==> src/rtl/sal_addr_router.sv <==
// AXI AR/AW to per-bank DDR2 request router: round-robin AR/AW arbitration,
// address decode and one small FIFO per bank. Optional macro: SAL_ADDR_BA_XOR_EN.
module sal_addr_router #(
    parameter int BK_CNT       = 4,
    parameter int ADDR_WIDTH   = 32,
    parameter int ID_WIDTH     = 4,
    parameter int LEN_WIDTH    = 4,
    parameter int OFFSET_WIDTH = 3,
    parameter int CA_WIDTH     = 10,
    parameter int RA_WIDTH     = 14,
    parameter int Q_DEPTH      = 2
) (
    input  logic                          clk,
    input  logic                          rst,
    input  logic [ADDR_WIDTH-1:0]         araddr,
    input  logic [ID_WIDTH-1:0]           arid,
    input  logic [LEN_WIDTH-1:0]          arlen,
    input  logic                          arvalid,
    output logic                          arready,
    input  logic [ADDR_WIDTH-1:0]         awaddr,
    input  logic [ID_WIDTH-1:0]           awid,
    input  logic [LEN_WIDTH-1:0]          awlen,
    input  logic                          awvalid,
    output logic                          awready,
    output logic [BK_CNT-1:0]             bk_req_valid,
    input  logic [BK_CNT-1:0]             bk_req_ready,
    output logic [BK_CNT*ID_WIDTH-1:0]    bk_req_id,
    output logic [BK_CNT*RA_WIDTH-1:0]    bk_req_ra,
    output logic [BK_CNT*CA_WIDTH-1:0]    bk_req_ca,
    output logic [BK_CNT*LEN_WIDTH-1:0]   bk_req_len,
    output logic [BK_CNT-1:0]             bk_req_wr
);
    localparam int BA_WIDTH = $clog2(BK_CNT);
    localparam int PW       = $clog2(Q_DEPTH);
    localparam int CW       = PW + 1;
    localparam int CA_LSB   = OFFSET_WIDTH;
    localparam int BA_LSB   = OFFSET_WIDTH + CA_WIDTH;
    localparam int RA_LSB   = OFFSET_WIDTH + CA_WIDTH + BA_WIDTH;

    typedef struct packed {
        logic [ID_WIDTH-1:0]  id;
        logic [RA_WIDTH-1:0]  ra;
        logic [CA_WIDTH-1:0]  ca;
        logic [LEN_WIDTH-1:0] len;
        logic                 wr;
    } req_t;

    function automatic logic [BA_WIDTH-1:0] f_bank(input logic [ADDR_WIDTH-1:0] a);
        logic [BA_WIDTH-1:0] ba;
        ba = a[BA_LSB +: BA_WIDTH];
`ifdef SAL_ADDR_BA_XOR_EN
        // Fold the low row bits in so row-strided streams hit different banks.
        ba = ba ^ a[RA_LSB +: BA_WIDTH];
`endif
        return ba;
    endfunction

    logic [BA_WIDTH-1:0] w_ar_bank, w_aw_bank, w_push_bank;
    logic [BK_CNT-1:0]   w_full;
    logic                w_ar_elig, w_aw_elig, w_gnt_ar, w_gnt_aw, w_push_any;
    logic                r_prio;
    req_t                w_ar_req, w_aw_req, w_push_req;
    logic                w_unused;

    assign w_unused  = ^{araddr, awaddr};
    assign w_ar_bank = f_bank(araddr);
    assign w_aw_bank = f_bank(awaddr);

    assign w_ar_elig = arvalid & ~w_full[w_ar_bank] & ~rst;
    assign w_aw_elig = awvalid & ~w_full[w_aw_bank] & ~rst;
    assign w_gnt_ar  = w_ar_elig & (~w_aw_elig | ~r_prio);
    assign w_gnt_aw  = w_aw_elig & ~w_gnt_ar;
    assign arready   = w_gnt_ar;
    assign awready   = w_gnt_aw;

    always_comb begin
        w_ar_req     = '0;
        w_ar_req.id  = arid;
        w_ar_req.ra  = araddr[RA_LSB +: RA_WIDTH];
        w_ar_req.ca  = araddr[CA_LSB +: CA_WIDTH];
        w_ar_req.len = arlen;
        w_ar_req.wr  = 1'b0;
        w_aw_req     = '0;
        w_aw_req.id  = awid;
        w_aw_req.ra  = awaddr[RA_LSB +: RA_WIDTH];
        w_aw_req.ca  = awaddr[CA_LSB +: CA_WIDTH];
        w_aw_req.len = awlen;
        w_aw_req.wr  = 1'b1;
    end

    assign w_push_any  = w_gnt_ar | w_gnt_aw;
    assign w_push_req  = w_gnt_aw ? w_aw_req : w_ar_req;
    assign w_push_bank = w_gnt_aw ? w_aw_bank : w_ar_bank;

    always_ff @(posedge clk or posedge rst) begin
        if (rst)
            r_prio <= 1'b0;
        else if (w_gnt_ar)
            r_prio <= 1'b1;
        else if (w_gnt_aw)
            r_prio <= 1'b0;
    end

    for (genvar g = 0; g < BK_CNT; g++) begin : g_bank
        req_t [Q_DEPTH-1:0] r_mem;
        logic [PW-1:0]      r_wp, r_rp;
        logic [CW-1:0]      r_cnt;
        logic               w_push, w_pop;
        req_t               w_head;

        assign w_push    = w_push_any & (w_push_bank == BA_WIDTH'(g));
        assign w_pop     = (r_cnt != '0) & bk_req_ready[g];
        // Full comes from the registered count: a same-cycle pop never frees a slot.
        assign w_full[g] = (r_cnt == CW'(Q_DEPTH));
        assign w_head    = r_mem[r_rp];

        always_ff @(posedge clk or posedge rst) begin
            if (rst) begin
                r_mem <= '0;
                r_wp  <= '0;
                r_rp  <= '0;
                r_cnt <= '0;
            end else begin
                if (w_push) begin
                    r_mem[r_wp] <= w_push_req;
                    r_wp        <= r_wp + 1'b1;
                end
                if (w_pop)
                    r_rp <= r_rp + 1'b1;
                r_cnt <= r_cnt + CW'(w_push) - CW'(w_pop);
            end
        end

        assign bk_req_valid[g]                        = (r_cnt != '0);
        assign bk_req_id [g*ID_WIDTH  +: ID_WIDTH]    = w_head.id;
        assign bk_req_ra [g*RA_WIDTH  +: RA_WIDTH]    = w_head.ra;
        assign bk_req_ca [g*CA_WIDTH  +: CA_WIDTH]    = w_head.ca;
        assign bk_req_len[g*LEN_WIDTH +: LEN_WIDTH]   = w_head.len;
        assign bk_req_wr[g]                           = w_head.wr;
    end
endmodule

==> config.mk <==
export PLATFORM = sky130hd
export DESIGN_NAME = sal_addr_router
export DESIGN_NICKNAME = d
export VERILOG_FILES = /design/src/rtl/sal_addr_router.sv
export SDC_FILE = /design/constraint.sdc
export NUM_CORES = 1
export LEC_CHECK = 0
export CAP_MARGIN = 10
export CORE_ASPECT_RATIO = 1.5
export CORE_MARGIN = 1.5
export CORE_UTILIZATION = 55
export CTS_CLUSTER_DIAMETER = 40
export DETAILED_ROUTE_END_ITERATION = 7
export GPL_TIMING_DRIVEN = 0
export HOLD_SLACK_MARGIN = 0.05
export MAX_ROUTING_LAYER = met4
export PLACE_DENSITY = 0.92
export SLEW_MARGIN = 20
export SYNTH_ARGS = -nofsm -noshare
export SYNTH_HDL_FRONTEND = slang
export SYNTH_SLANG_ARGS = --single-unit
export TNS_END_PERCENT = 5
==> constraint.sdc <==
create_clock -name clk -period 24.5 [get_ports clk]
set_input_delay 2.45 -clock clk [delete_from_list [all_inputs] [get_ports clk]]
set_output_delay 2.45 -clock clk [all_outputs]
set_load 0.01 [all_outputs]
==> impl_metrics.toml, run 1 <==
[drt]
drt-initial-drc-count = 271
final_antenna_net_count = 0
finalWirelength_mm = 30.27
vias = 7842
routed_via_density = 5.658
drc = 0
first_pass_iters = 4
routedWlPerCell_um = 21.84

[logic_synthesis]
synth_seq_area_share_pct = 55.09
synth_edf_count = 0
ys_ff_latch = 281
synth_area_per_cell_um2 = 15.27
yosysTopAreaCell = "dfrtp_1"
syn-num-nets = 932
synth_warnings = 0
yosysUniqueCellTypes = 38
syn_area_mm2 = 0.01276
yosys_most_used_dff = "dfrtp_1"
syn_inst = 836
synth-async-reset-ratio_pct = 100.0
synthTopCellsByArea = "dfrtp_1, mux2_2, mux2_1"
synth_top_area_share_pct = 55.09

[timing]
setup_ws_ps = 16600
tightest_slew_ps = 850.1
fin_skew_ps = 14.51
max_freq_mhz = 126.5
setup_violations = 0
drv_slew = 0
setup_tns_ps = 0
final_period_minus_worst_setup_slack_ps = 7902
rsz0062_at_grt = "false"
finalHoldViolCount = 0
slew_headroom_pct = 43.33
fin_crit_sh_pct = 32.25

[cells_and_area]
layout-drive-gt1-share_pct = 43.22
layout.nets = 1179
area_growth_pct = 28.23
final_common_cell = "mux2_2"
final_cell_mix = "mux2_2, dfrtp_1, clkdlybuf4s50_1, mux2_1, clkbuf_16"
n_antenna_cell = 0
fin_area_mm2 = 0.01637

[run]
drv_cap = 0

[floorplanning]
die-area_mm2 = 0.02415
io_pins = 226
die_w_um = 127.4
rows = 68
die_h_um = 189.6
coreArea_mm2 = 0.02289
initial_core_util_pct = 55.77

[pwr]
seq_power_share_pct = 34.4
p_sw_mw = 0.7400
switching_share_pct = 31.29
p_comb_share_pct = 45.4
vdd_drop_max_uv = 84.82
p_per_area_mw_per_mm2 = 144.5
p_total_mw = 2.365
total_leakage_power_nw = 7.014
intPower_mw = 1.625
clkPwrFrac_pct = 20.3

[global_route]
grt_overflow = 0
grt.met2_usage_pct = 46.34
grt_usage_pct = 26.50
antenna_found_initial = 0
met1_usage_pct = 30.97
grt-busiest-layer = "met2"
met3_usage_pct = 3.796
grt_pass1_vias = 8742
grt_max_degree = 108
grt_pass1_wl_mm = 47.88

[clock_tree]
cts.sinks = 281
ctsHoldBuffers = 0
cts_tree = "yes"
post_cts_buffers = 0
cts_made_buffers = 31
clk_path_buf_depth = 3
insertion_delay_ps = 540
root_buffer = "clkbuf_16"
cts.reportedPaths.clkPinSlew_ps = 60
htreeDepth = 1
cts_resized = 0

[placement]
portBuffers = 212
hpwl_mm = 20.95
placed_area_mm2 = 0.01530
post-place-ws_ps = 16600
place_congestion = 0.7775

[worst_setup_path]
endpoint_kind = "output pin"
critPathSlowestCell = "clkdlybuf4s50_1"
critical_path_class = "in -> out"
arrival_ps = 5450
cp.required_ps = 22050
cpPeakStageDelay_ps = 630
path_buf_inv = 4
cp_cell_sequence = "clkdlybuf4s50_1 -> inv_8 -> nand4_1 -> a211oi_4 -> clkbuf_1 -> clkdlybuf4s50_1"
critical_path.top_delay_family = "buffers and inverters"
worstPathMaxFanout = 79
startpoint_type = "primary input"
crit_top_cell = "clkdlybuf4s50_1"

[run_status]
status = "finished, final reports clean"

[worst_hold_path]
hold_class = "reg -> reg"
cells in the mapped netlist, drive strengths merged, types with 4 or more instances:
cell type,count
buf,33
inv,8
ha,8
nand2,5
xnor2,12
dfrtp,281
xor2,4
and2,4
or2,4
clkbuf,14
mux2,429
nand3b,4
power groups by stage:
stage                     registers, mW  logic [mW]  clock network (mW)
after floorplan                   0.776       0.607                   0
after global placement            0.798        1.05                   0
after detailed placement          0.815        1.07                   0
after CTS                         0.810        1.08               0.485
after global routing              0.842        1.14               0.506
final                             0.813        1.07               0.479
worst reg2reg max path, stage by stage (launching register included):
cell	delay [ps]
dfrtp_1	430
and4bb_2	340
a311oi_2	70
a211oi_4	610
mux2i_4	420
nand3b_1	480
buf_2	400
mux2_2	310
routing by layer:
layer	vias up	part of all wire, %
met3	63	4.6
li1	3519	-
met1	4048	39
met2	212	53
met5	-	0
met4	0	3.6
state kept, by name (all words and copies together), names as in the netlist:
register and count:
r_prio 1, g_bank.r_cnt 8, g_bank.r_rp 4, g_bank.r_wp 4
g_bank.r_mem 264
area by class of cell:
cell class / count / area, µm²
inverters: 8 / 37.54
flip-flops and latches: 281 / 7032
well taps: 280 / 350.3
clock buffers: 39 / 835.8
fillers: 1511 / 6519
multi-input cells: 500 / 5466
repair buffers: 214 / 2177
clock inverters: 17 / 232.7
plain buffers: 47 / 236.5
path summary, 6_finish.rpt:
kind                                                 startpoint                               to  slack, ps  cells after the start
worst min-delay path            g_bank[0].r_mem[39]$_DFFE_PP0P_  g_bank[0].r_mem[39]$_DFFE_PP0P_        490                      1
max in group asynchronous                                   rst  g_bank[1].r_mem[51]$_DFFE_PP0P_      21090                      3
worst max register to register     g_bank[2].r_cnt[0]$_DFF_PP0_  g_bank[1].r_mem[21]$_DFFE_PP0P_      21320                      7
worst max-delay path                                        rst                          awready      16600                      6
min in group asynchronous                                   rst     g_bank[0].r_cnt[1]$_DFF_PP0_       2470                      2
worst min register to register  g_bank[0].r_mem[39]$_DFFE_PP0P_  g_bank[0].r_mem[39]$_DFFE_PP0P_        490                      1
logic make-up after synthesis:
group	synth area share, %
multiplexers	38.02
flip-flops	55.09
buffers and inverters	2.088
AND/OR/NAND/NOR	2.127
XOR/XNOR	1.098
AO/OA/AOI/OAI	0.7939
adder cells (fa/ha/maj)	0.7842
through the flow:
step	utilization, %	std cells	hold slack [ps]
2_1_floorplan	-	836	450.7
3_3_place_gp	66.58	1328	461.1
3_5_place_dp	66.85	1330	470.7
4_1_cts	71.52	1386	487.1
5_1_grt	71.52	1386	506.5
6_report	71.52	1386	486.0
Note: power is estimated with default switching activity, not from simulation.
==> inputs of run 2 (changes only) <==
Settings changed: CORE_UTILIZATION 55 to 53, PLACE_DENSITY 0.92 to 0.89.
Clock period 24.5 ns to 7.75 ns, I/O delays scaled along.
==> run 2 against run 1 <==
Clock skew about the same. Critical path type unchanged. Worst setup slack lost 13000 ps. Hold slack worse by 5.2 ps. Via count about the same. Critical path depth is 1 higher. Non-clock buffer count rose by 7. Final area barely moved. Sequential share of layout area hardly changed. Largest cell class unchanged. Critical endpoint unchanged.
==> impl_metrics.toml, run 2 (same netlist as run 1, synthesis figures left out) <==
[clock_tree]
cts_resized = 0
clk_path_buf_depth = 3
cts.reportedPaths.clkPinSlew_ps = 60
insertion_delay_ps = 550
post_cts_buffers = 0
ctsHoldBuffers = 0
htreeDepth = 1
cts.sinks = 281
cts_made_buffers = 28
root_buffer = "clkbuf_16"
cts_tree = "yes"

[timing]
max_freq_mhz = 221.2
tightest_slew_ps = 875.5
finalHoldViolCount = 0
setup_violations = 0
fin_skew_ps = 14.62
drv_slew = 0
setup_tns_ps = 0
rsz0062_at_grt = "false"
final_period_minus_worst_setup_slack_ps = 4521
fin_crit_sh_pct = 58.33
slew_headroom_pct = 41.63

[floorplanning]
rows = 69
die_w_um = 129.7
initial_core_util_pct = 53.96
die_h_um = 193.1
coreArea_mm2 = 0.02366
die-area_mm2 = 0.02504
io_pins = 226

[worst_setup_path]
timing.rr.start = "g_bank[3].r_cnt[1]$_DFF_PP0_"
reg2regPathDepth = 8
crit_path_start = "rst"
arrival_ps = 3750
critical_path_class = "in -> out"
cp.required_ps = 6970
endpoint_kind = "output pin"
reg2reg_setup_slack_ps = 4560
startpoint_type = "primary input"
regToRegEndpoint = "g_bank[0].r_mem[62]$_DFFE_PP0P_"
worstPathMaxFanout = 24

[run]
drv_cap = 0

[drt]
routed_via_density = 5.500
drc = 0
drt-initial-drc-count = 242
routedWlPerCell_um = 21.19
first_pass_iters = 4
vias = 7848
final_antenna_net_count = 0
finalWirelength_mm = 30.24

[cells_and_area]
layout-drive-gt1-share_pct = 43.14
regMostFlops = "g_bank.r_mem"
layout.nets = 1183
fin_area_mm2 = 0.01638
final_common_cell = "mux2_2"
area_growth_pct = 28.35
seq_area_mm2 = 0.007032
largestRegisters = "g_bank.r_mem x264, g_bank.r_cnt x8"
fill_cells = 1649
largest_reg_flops = 264
final_cell_mix = "mux2_2, dfrtp_1, clkdlybuf4s50_1, mux2_1, clkbuf_16"
n_antenna_cell = 0
multi_input_area_mm2 = 0.005466

[placement]
place_congestion = 0.8142
placed_area_mm2 = 0.01547
portBuffers = 212
hpwl_mm = 21.47

[global_route]
grt_overflow = 0
grt_usage_pct = 25.40
grt_pass1_wl_mm = 47.02
grt_pass1_vias = 8467
grt_max_degree = 37
antenna_found_initial = 0

[worst_hold_path]
hold_end = "g_bank[0].r_mem[51]$_DFFE_PP0P_"
hold_depth = 1
hold_class = "reg -> reg"
min_from = "g_bank[0].r_mem[51]$_DFFE_PP0P_"

[pwr]
p_per_area_mw_per_mm2 = 444.4
vdd_drop_max_uv = 285.7
total_leakage_power_nw = 6.996

[run_status]
status = "finished, final reports clean"
[run 2: changes by cell type in the layout (fill, tap and decap cells not counted)]
cell and delta:
clkbuf_16 -3, clkinv_4 -1, clkinv_8 +1, buf_16 -2, buf_12 +9, bufinv_16 -2
clkinv_2 +3, inv_6 -1, inv_8 -4, clkbuf_1 +2
[run 2: worst max-delay path by stage]
stage	end	cells after the start
2_1_floorplan	g_bank[3].r_mem[0]$_DFFE_PP0P_	7
3_3_place_gp	g_bank[3].r_mem[26]$_DFFE_PP0P_	8
3_5_place_dp	awready	7
4_1_cts	awready	7
5_1_grt	awready	7
6_report	awready	7
[run 2: through the flow]
stage                     util [%]  setup slack [ps]  hold WS (ps)  total power, mW  cells
after CTS                    69.26              3197         485.3            7.345   1427
after global routing         69.26              3074         497.1            7.680   1427
final                        69.26              3229         480.8            7.280   1427
after floorplan                  -             505.1         450.7            4.372    836
after detailed placement     65.40              3206         470.5            5.977   1376
after global placement       64.64             -2252         461.0            5.860   1367
[run 2: final cells by class]
| class | instances | area share, % |
|---|---|---|
| buffer | 47 | 1.443 |
| clock buffer | 38 | 4.689 |
| clock inverter | 13 | 0.8859 |
| inverter | 8 | 0.2062 |
| multi-input combinational | 500 | 33.37 |
| sequential | 281 | 42.92 |
| tap | 319 | 2.436 |
| timing repair buffer | 221 | 14.05 |
[run 2: layer usage]
| metal | global-route usage (%) | up-vias | wire (µm) |
|---|---|---|---|
| met1 | 29.94 | 4043 | 11790 |
| met5 | - | - | 0 |
| li1 | - | 3525 | - |
| met2 | 43.30 | 220 | 15790 |
| met3 | 3.863 | 60 | 1438 |
| met4 | 10.68 | 0 | 1223 |
[run 2: power breakdown]
group	total, mW	internal [mW]	switching (mW)
Sequential	2.56	2.20	0.361
Clock	1.34	0.767	0.569
Combinational	3.38	2.03	1.35
[run 2: critical path, stage by stage]
cell and delay, ps:
clkdlybuf4s50_1 490, clkinvlp_4 390, buf_12 240, nand4_1 210, a211oi_4 540, clkbuf_1 450
clkdlybuf4s50_1 630
==> inputs of run 3 (changes only) <==
Settings changed: CORE_UTILIZATION 53 to 48, PLACE_DENSITY 0.89 to 0.86.
Clock period 7.75 ns to 3.75 ns, I/O delays scaled along.
==> run 3 against run 2 <==
Hold slack lost 170 ps. Clock skew shrank 5.1 ps. Cell count grew 1.5%. Combinational power grew 110%. Final area grew 1.4%. Worst setup slack lost 3000 ps. Via count shrank 0.92%. Non-clock buffer count grew 2. Largest power group unchanged. Highest routed layer unchanged.
==> impl_metrics.toml, run 3 (same netlist as run 1, synthesis figures left out) <==
[run_status]
status = "finished, final reports clean"

[timing]
max_freq_mhz = 285.1
tightest_slew_ps = 870.3
final_period_minus_worst_setup_slack_ps = 3507
fin_skew_ps = 9.561
setup_ws_ps = 242.9
rsz0062_at_grt = "false"
setup_violations = 0
fin_crit_sh_pct = 93.52
slew_headroom_pct = 41.98
finalHoldViolCount = 0
drv_slew = 0

[worst_setup_path]
path_depth = 7
worstPathMaxFanout = 30
endpoint_kind = "output pin"
startpoint_type = "primary input"
cpPeakStageDelay_ps = 630
crit_top_cell = "clkdlybuf4s50_1"
arrival_ps = 3130
reg2regPathDepth = 8
timing.rr.start = "g_bank[3].r_cnt[1]$_DFF_PP0_"
crit_path_start = "rst"
cp_cell_sequence = "clkdlybuf4s50_1 -> clkinvlp_4 -> buf_12 -> nand4_1 -> a211oi_4 -> clkbuf_1 -> clkdlybuf4s50_1"
cp.required_ps = 3380
critical_path.top_delay_family = "buffers and inverters"
critPathSlowestCell = "clkdlybuf4s50_1"
critical_path_class = "in -> out"
path_buf_inv = 5

[floorplanning]
die-area_mm2 = 0.02760
die_h_um = 202.7
die_w_um = 136.2
rows = 72
initial_core_util_pct = 49.20
io_pins = 226
coreArea_mm2 = 0.02594

[pwr]
p_sw_mw = 4.758
intPower_mw = 10.71
seq_power_share_pct = 34.1
total_leakage_power_nw = 7.103
p_comb_share_pct = 45.3
clkPwrFrac_pct = 20.6
p_per_area_mw_per_mm2 = 931.1
vdd_drop_max_uv = 616.9
switching_share_pct = 30.75

[placement]
portBuffers = 212
post-place-ws_ps = -452.8
dp.cells = 1390
hpwl_mm = 21.62
placed_area_mm2 = 0.01551
place_congestion = 0.7838

[clock_tree]
cts_resized = 0
ctsHoldBuffers = 0
cts_tree = "yes"
cts.sinks = 281
root_buffer = "clkbuf_16"
clk_path_buf_depth = 3
cts_made_buffers = 31
insertion_delay_ps = 550
cts.reportedPaths.clkPinSlew_ps = 60
htreeDepth = 1

[cells_and_area]
regMostFlops = "g_bank.r_mem"
largestRegisters = "g_bank.r_mem x264, g_bank.r_cnt x8"
area_growth_pct = 30.17
layoutNonFillerInstCount = 1448
layout.nets = 1189
n_antenna_cell = 0
seq_area_mm2 = 0.007032
largest_reg_flops = 264
final_cell_mix = "mux2_2, dfrtp_1, clkdlybuf4s50_1, mux2_1, clkbuf_16"
multi_input_area_mm2 = 0.005473
layout-drive-gt1-share_pct = 43.86
fill_cells = 1936
fin_area_mm2 = 0.01662
final_common_cell = "mux2_2"

[drt]
routedWlPerCell_um = 21.08
drc = 0
finalWirelength_mm = 30.52
first_pass_iters = 4
routed_via_density = 5.370
drt-initial-drc-count = 213
vias = 7776
final_antenna_net_count = 0

[global_route]
antenna_found_initial = 0
grt_overflow = 0
grt_pass1_vias = 8556
grt_max_degree = 37
grt_usage_pct = 23.24
grt_pass1_wl_mm = 47.75

[worst_hold_path]
hold_class = "in -> async"

[run]
drv_cap = 0
-- run 3: worst paths after layout --
| check | slack (ps) | end |
|---|---|---|
| max reg2reg | 630 | g_bank[2].r_mem[7]$_DFFE_PP0P_ |
| max | 240 | awready |
| min | 310 | g_bank[1].r_cnt[0]$_DFF_PP0_ |
| max in group asynchronous | 2510 | g_bank[0].r_mem[15]$_DFFE_PP0P_ |
| min in group clk | 350 | r_prio$_DFFE_PP0P_ |
| min reg2reg | 480 | g_bank[3].r_mem[23]$_DFFE_PP0P_ |
-- run 3: power by group through the flow --
stage	Clock (mW)	Sequential [mW]	Combinational, mW
6_report	3.18	5.28	7.01
4_1_cts	3.22	5.27	7.12
5_1_grt	3.36	5.48	7.46
3_3_place_gp	0	5.22	6.92
2_1_floorplan	0	5.07	3.97
3_5_place_dp	0	5.31	7.04
-- run 3: per-stage QoR --
stage	total power [mW]	hold WS (ps)	utilization (%)	TNS [ps]
6_report	15.47	310.1	64.04	0
5_1_grt	16.30	313.4	64.04	0
4_1_cts	15.62	308.6	64.02	0
3_5_place_dp	12.35	470.9	59.78	-84290
3_3_place_gp	12.14	461.8	59.02	-2132540
2_1_floorplan	9.040	450.7	-	-861380
-- run 3: routing by layer --
metal  track usage [%]  wire length, µm  vias up
li1                  -                -     3545
met1             26.38            11830     4019
met2             42.33            16690      174
met3             3.546             1384       38
met4             5.775              621        0
met5                 -                0        -
-- run 3: timing repair --
item	4_1_cts	5_1_grt
pin swaps	1	0
cloned	0	1
setup endpoints to repair	1	1
buffers inserted	2	0
-- run 3: final cells by class --
class	instances	area share, %
Buffer	47	1.423
Clock buffer	39	5.151
Clock inverter	16	1.393
Inverter	8	0.2033
Multi-Input combinational cell	500	32.94
Sequential cell	281	42.32
Tap cell	333	2.508
Timing Repair Buffer	223	14.04
Timing Repair inverter	1	0.03012
-- run 3: worst reg2reg max path, cell delays in order, from the launching register on --
cell and delay (ps):
dfrtp_1 390, nor2b_1 280, a311oi_2 180, a211oi_4 370
buf_4 250, mux2_2 400, nand3b_1 360, buf_2 390
mux2_2 390
